<file path="src/rtl/apu_memory_responder.sv">
// Memory responder for the APU instruction/data bus: serves level-held reads and
// writes from a local BRAM, forwards reads to system RAM, and accepts host BRAM loads.
module apu_memory_responder #(
    parameter int unsigned BRAM_DEPTH  = 256,
    parameter int unsigned RAM_TIMEOUT = 255
) (
    input  logic        clk,
    input  logic        rst_n,
    input  logic [31:0] apuAddress,
    input  logic [15:0] apuWriteData,
    input  logic        apuWriteEnable,
    input  logic        apuReadEnable,
    input  logic        apuReadRAM,
    output logic [15:0] apuDataIn,
    output logic        apuDataReady,
    output logic        apuWriteAcknowledge,
    input  logic [7:0]  hostWriteAddress,
    input  logic [15:0] hostWriteData,
    input  logic        hostWriteEnable,
    output logic [31:0] ramAddress,
    output logic        ramRead,
    input  logic [15:0] ramReadData,
    input  logic        ramDone,
    output logic        ramTimeout
);
    localparam int unsigned ADDR_W = $clog2(BRAM_DEPTH);
    localparam int unsigned CNT_W  = $clog2(RAM_TIMEOUT + 1);

    localparam logic [2:0] IDLE       = 3'd0;
    localparam logic [2:0] BRAM_READ  = 3'd1;
    localparam logic [2:0] BRAM_WRITE = 3'd2;
    localparam logic [2:0] RAM_READ   = 3'd3;
    localparam logic [2:0] RESPOND    = 3'd4;

    logic [2:0]        state;
    logic [2:0]        stateNext;
    logic [ADDR_W-1:0] addrReg;
    logic [ADDR_W-1:0] addrRegNext;
    logic [15:0]       dataReg;
    logic [15:0]       dataRegNext;
    logic [CNT_W-1:0]  timeoutCount;
    logic [CNT_W-1:0]  timeoutCountNext;
    logic [15:0]       apuDataInNext;
    logic              apuDataReadyNext;
    logic              apuWriteAcknowledgeNext;
    logic              ramReadNext;
    logic [31:0]       ramAddressNext;
    logic              ramTimeoutNext;

    logic              apuWriteLand;
    logic [ADDR_W-1:0] apuWriteIndex;
    logic [15:0]       apuWriteValue;
    logic [ADDR_W-1:0] apuIndex;

    logic [15:0] bram [BRAM_DEPTH];

    assign apuIndex = apuAddress[ADDR_W-1:0];

    // Next-state, next-output and BRAM write-port selection
    always_comb begin
        stateNext               = state;
        addrRegNext             = addrReg;
        dataRegNext             = dataReg;
        timeoutCountNext        = timeoutCount;
        apuDataInNext           = apuDataIn;
        apuDataReadyNext        = 1'b0;
        apuWriteAcknowledgeNext = 1'b0;
        ramReadNext             = ramRead;
        ramAddressNext          = ramAddress;
        ramTimeoutNext          = ramTimeout;
        apuWriteLand            = 1'b0;
        apuWriteIndex           = addrReg;
        apuWriteValue           = dataReg;

        case (state)
            IDLE: begin
                if (apuWriteEnable) begin
                    addrRegNext = apuIndex;
                    dataRegNext = apuWriteData;
                    if (hostWriteEnable) begin
                        // Host owns this edge; retry the APU write next cycle
                        stateNext = BRAM_WRITE;
                    end else begin
                        apuWriteLand            = 1'b1;
                        apuWriteIndex           = apuIndex;
                        apuWriteValue           = apuWriteData;
                        apuWriteAcknowledgeNext = 1'b1;
                        stateNext               = RESPOND;
                    end
                end else if (apuReadEnable) begin
                    addrRegNext = apuIndex;
                    if (apuReadRAM) begin
                        ramReadNext      = 1'b1;
                        ramAddressNext   = apuAddress;
                        timeoutCountNext = '0;
                        stateNext        = RAM_READ;
                    end else begin
                        stateNext = BRAM_READ;
                    end
                end
            end
            BRAM_READ: begin
                apuDataInNext    = bram[addrReg];
                apuDataReadyNext = 1'b1;
                stateNext        = RESPOND;
            end
            BRAM_WRITE: begin
                apuWriteLand            = 1'b1;
                apuWriteAcknowledgeNext = 1'b1;
                stateNext               = RESPOND;
            end
            RAM_READ: begin
                if (ramDone) begin
                    apuDataInNext    = ramReadData;
                    ramReadNext      = 1'b0;
                    apuDataReadyNext = 1'b1;
                    stateNext        = RESPOND;
                end else if (timeoutCount == CNT_W'(RAM_TIMEOUT - 1)) begin
                    apuDataInNext    = 16'h0000;
                    ramReadNext      = 1'b0;
                    ramTimeoutNext   = 1'b1;
                    apuDataReadyNext = 1'b1;
                    stateNext        = RESPOND;
                end else begin
                    timeoutCountNext = timeoutCount + CNT_W'(1);
                end
            end
            RESPOND: begin
                stateNext = IDLE;
            end
            default: begin
                stateNext = IDLE;
            end
        endcase
    end

    // State and registered outputs
    always_ff @(posedge clk) begin
        if (!rst_n) begin
            state               <= IDLE;
            addrReg             <= '0;
            dataReg             <= '0;
            timeoutCount        <= '0;
            apuDataIn           <= 16'h0000;
            apuDataReady        <= 1'b0;
            apuWriteAcknowledge <= 1'b0;
            ramRead             <= 1'b0;
            ramAddress          <= 32'h0000_0000;
            ramTimeout          <= 1'b0;
        end else begin
            state               <= stateNext;
            addrReg             <= addrRegNext;
            dataReg             <= dataRegNext;
            timeoutCount        <= timeoutCountNext;
            apuDataIn           <= apuDataInNext;
            apuDataReady        <= apuDataReadyNext;
            apuWriteAcknowledge <= apuWriteAcknowledgeNext;
            ramRead             <= ramReadNext;
            ramAddress          <= ramAddressNext;
            ramTimeout          <= ramTimeoutNext;
        end
    end

    // Single BRAM write port: a landing APU write beats the host load
    always_ff @(posedge clk) begin
        if (rst_n && apuWriteLand) begin
            bram[apuWriteIndex] <= apuWriteValue;
        end else if (hostWriteEnable) begin
            bram[ADDR_W'(hostWriteAddress)] <= hostWriteData;
        end
    end

endmodule

</file>
<file path="config.mk">
export PLATFORM = sky130hd
export DESIGN_NAME = apu_memory_responder
export DESIGN_NICKNAME = d
export VERILOG_FILES = /design/src/rtl/apu_memory_responder.sv
export SDC_FILE = /design/constraint.sdc
export NUM_CORES = 2
export LEC_CHECK = 0
export CORE_UTILIZATION = 50
export CTS_CLUSTER_DIAMETER = 200
export DETAILED_ROUTE_END_ITERATION = 16
export GPL_TIMING_DRIVEN = 0
export MAX_ROUTING_LAYER = met4
export PLACE_DENSITY = 0.64
export SLEW_MARGIN = 40
export SYNTH_ARGS = -nofsm -noshare
export SYNTH_HDL_FRONTEND = slang
export SYNTH_SLANG_ARGS = --single-unit
</file>
<file path="constraint.sdc">
create_clock -name clk -period 39.2 [get_ports clk]
set_input_delay 3.92 -clock clk [delete_from_list [all_inputs] [get_ports clk]]
set_output_delay 3.92 -clock clk [all_outputs]
set_load 0.01 [all_outputs]
</file>
==> metrics.yaml <==
sta:
  period_minus_slack_ns: 7.98
  fmax_ghz: 0.125
  fin_crit_sh_pct: 20.4
  fin_setup_tns_ns: 0
  final-hold-violation-count: 0
  rsz0062_at_grt: "no"
  fin_skew_ns: 0.0637
  slew_headroom_pct: 25.9
  setup_violations: 0
  maxSlewViolCount: 0
  tightest_slew_ns: 1.10
placed_design:
  dp_hpwl_um: 522000
  portBuffers: 145
  placedInstanceArea_sq_mm: 0.183
  globalplace.congestion: 1.07
worst_hold_path:
  hold_path_end: "ramAddress[14]$_SDFFE_PN0P_"
  hold_depth: 2
  worstHoldStart: "ramAddress[14]$_SDFFE_PN0P_"
  min_path_type: "flop to flop"
synthesis:
  synth_edf_count: 4096
  syn-instance-count: 7480
  async_reset_ff_share_pct: 0
  ys_warn_count: 0
  syn_nets: 7577
  synth_ff_type: "edfxtp_1"
  syn_avg_cell_area_sq_um: 21.7
  synth.distinct_cells: 83
  netlist_area_sq_mm: 0.163
  ys_seq_elements: 4191
  yosysSeqAreaShare_pct: 76.8
global_routing:
  grt_pass1_wl_um: 925000
  first_global_vias: 88800
  grt_overflow: 0
  grt_max_degree: 32
  grt_util_all_layers_pct: 46.5
  grt_antenna_before_repair: 97
finish:
  final_cell_mix: "edfxtp_1, mux4_2, clkbuf_16"
  multi_input_area_sq_mm: 0.0375
  drive_above_1_share_pct: 33.8
  final_nets: 8731
  final_common_cell: "edfxtp_1"
  seq_area_sq_mm: 0.125
  final_cell_area_sq_mm: 0.198
  syn_to_final_growth_pct: 21.5
  nFillCells: 22300
detailed_routing:
  wl_um: 734000
  ant_nets: 0
  drt-wirelength-per-cell_um: 54.8
  drc: 0
  via_per_inst: 7.26
  first_pass_iters: 8
  drtIter0Drc: 20200
  num_vias: 97200
setup_path:
  arrival_ns: 8.67
  crit_path_max_fanout: 10
  reg2reg_slack_ns: 32.85
  critPathLaunchType: "input port"
  cpPeakStageDelay_ns: 0.91
  worstSetupPathType: "input port to flop"
  required_ns: 39.88
  cp_slowest_cell: "nor2b_1"
  worst_r2r_path_depth: 11
  r2r-end: "apuDataIn[11]$_SDFFE_PN0P_"
  end_kind: "flop"
  crit_chain: "clkdlybuf4s50_1, and4bb_2, nand2b_1, buf_4, a31oi_1, nor2b_1, nand2_1, clkbuf_2, nor2_4, buf_8"
clocking:
  path_clk_slew_ns: 0.06
  worstSkewPairLatency_ns: 1.03
  htree_levels: 5
  cts_resized: 0
  clkSinkCount: 4191
  numCtsBuffers: 423
  post_cts_buffers: 0
  cts_tree: "yes"
  cts_max_path_buffers: 4
  cts_root_buf: "clkbuf_16"
  cts_hold_buf: 0
die:
  die_w_um: 572
  core_area_sq_mm: 0.322
  dieArea_sq_mm: 0.327
  start_util_pct: 50.5
  rows: 208
  pin_count: 147
  chipHeight_um: 572
pwr:
  power.density_mw_per_mm2: 54.5
  leakage_uw: 0.0627
  vdd_drop_max_mv: 0.0483
flow_run:
  maxCapViolCount: 0
run_status:
  outcome: "finished clean"
## cell families (layout without fill, tap and decap cells)
group	Yosys count	count (layout)	share of synthesized area, %
flops	4191	4191	76.8
mux	1442	1442	16.9
simple gates	846	846	2.29
compound gates	551	551	2.25
buf+inv	442	1946	1.70
xor+xnor	6	6	0.0323
fa+ha+maj	2	2	0.0154
other cells	0	101	0
## sequential cells by signal, summed over array words and instances (netlist names), named ones only
signal and count:
bram 4096, ramAddress 32, apuDataIn 16, dataReg 16, addrReg 8, timeoutCount 8
state 3, apuDataReady 1, apuWriteAcknowledge 1, ramRead 1, ramTimeout 1
## worst max-delay path by stage
stage	start	to	slack [ns]	cells after the start
floorplan	rst_n	bram[0][10]$_DFFE_PP_	22.04	7
global placement	rst_n	bram[144][9]$_DFFE_PP_	6.42	8
detailed placement	rst_n	bram[136][4]$_DFFE_PP_	30.44	10
CTS	rst_n	bram[136][15]$_DFFE_PP_	31.43	10
global route	hostWriteEnable	bram[64][14]$_DFFE_PP_	31.28	15
finish	rst_n	bram[136][15]$_DFFE_PP_	31.22	10
## stage by stage
step,util (%),hold slack (ns),total power [uW],std cells,setup slack [ns]
3_3_place_gp,52.6,0.445,6750,11900,6.42
6_report,61.3,0.452,10800,13400,31.22
5_1_grt,61.3,0.467,10800,13400,31.28
3_5_place_dp,56.9,0.445,6650,12500,30.44
2_1_floorplan,-,0.436,5850,7480,22.04
4_1_cts,61.2,0.454,10600,13300,31.43
## routing by layer
metal / vias up / wire (um) / global-route usage, %
met3: 2271 / 120000 / 20.3
met4: 0 / 70500 / 34.8
met1: 51200 / 242000 / 56.4
met5: - / 0 / -
li1: 33900 / - / -
met2: 9708 / 301000 / 61.2
## cell type report
type / count / share of cell area, %
Multi-Input combinational cell: 2847 / 19.0
Antenna cell: 101 / 0.128
Timing Repair Buffer: 729 / 6.39
Sequential cell: 4191 / 63.2
Tap cell: 4305 / 2.73
Inverter: 11 / 0.0209
Buffer: 431 / 1.56
Clock buffer: 521 / 5.66
Clock inverter: 254 / 1.30
## synth_stat cells (7+ instances only)
cell type,count,area share (%)
edfxtp_1,4096,76
mux4_2,1011,14
mux2i_1,373,2.3
nor2_1,354,0.82
nand2_1,262,0.61
a21oi_1,137,0.42
buf_2,133,0.41
clkbuf_1,115,0.27
dfxtp_1,95,1.2
buf_4,77,0.36
o22ai_1,76,0.29
a22oi_1,65,0.30
o21ai_0,61,0.19
a211oi_1,57,0.26
buf_6,55,0.38
mux2_2,40,0.28
nor3_1,34,0.10
nand2b_1,33,0.13
buf_1,32,0.074
o221ai_1,32,0.17
nor2b_1,30,0.12
and2_1,26,0.10
nand3_1,26,0.080
a31oi_1,23,0.089
mux4_1,17,0.27
or2_2,17,0.065
nor4_1,14,0.054
and3_1,13,0.050
o211ai_1,11,0.051
buf_12,10,0.12
o41ai_1,9,0.048
a311oi_1,8,0.043
inv_1,8,0.018
a2111oi_0,7,0.038
a211o_1,7,0.038
a22o_1,7,0.038
## where the power goes
group / internal (uW) / switching (uW) / leakage (uW)
clock network: 2320 / 1790 / 0.00671
registers: 5050 / 11.0 / 0.0380
logic: 452 / 1140 / 0.0180
## critical path: cells and delay by family
family | cells | cell delay [ns]
and+or+nand+nor | 5 | 2.62
AOI/OAI and AO/OA | 1 | 0.62
buffers and inverters | 4 | 1.46
Note: power is estimated with default switching activity, not from simulation.
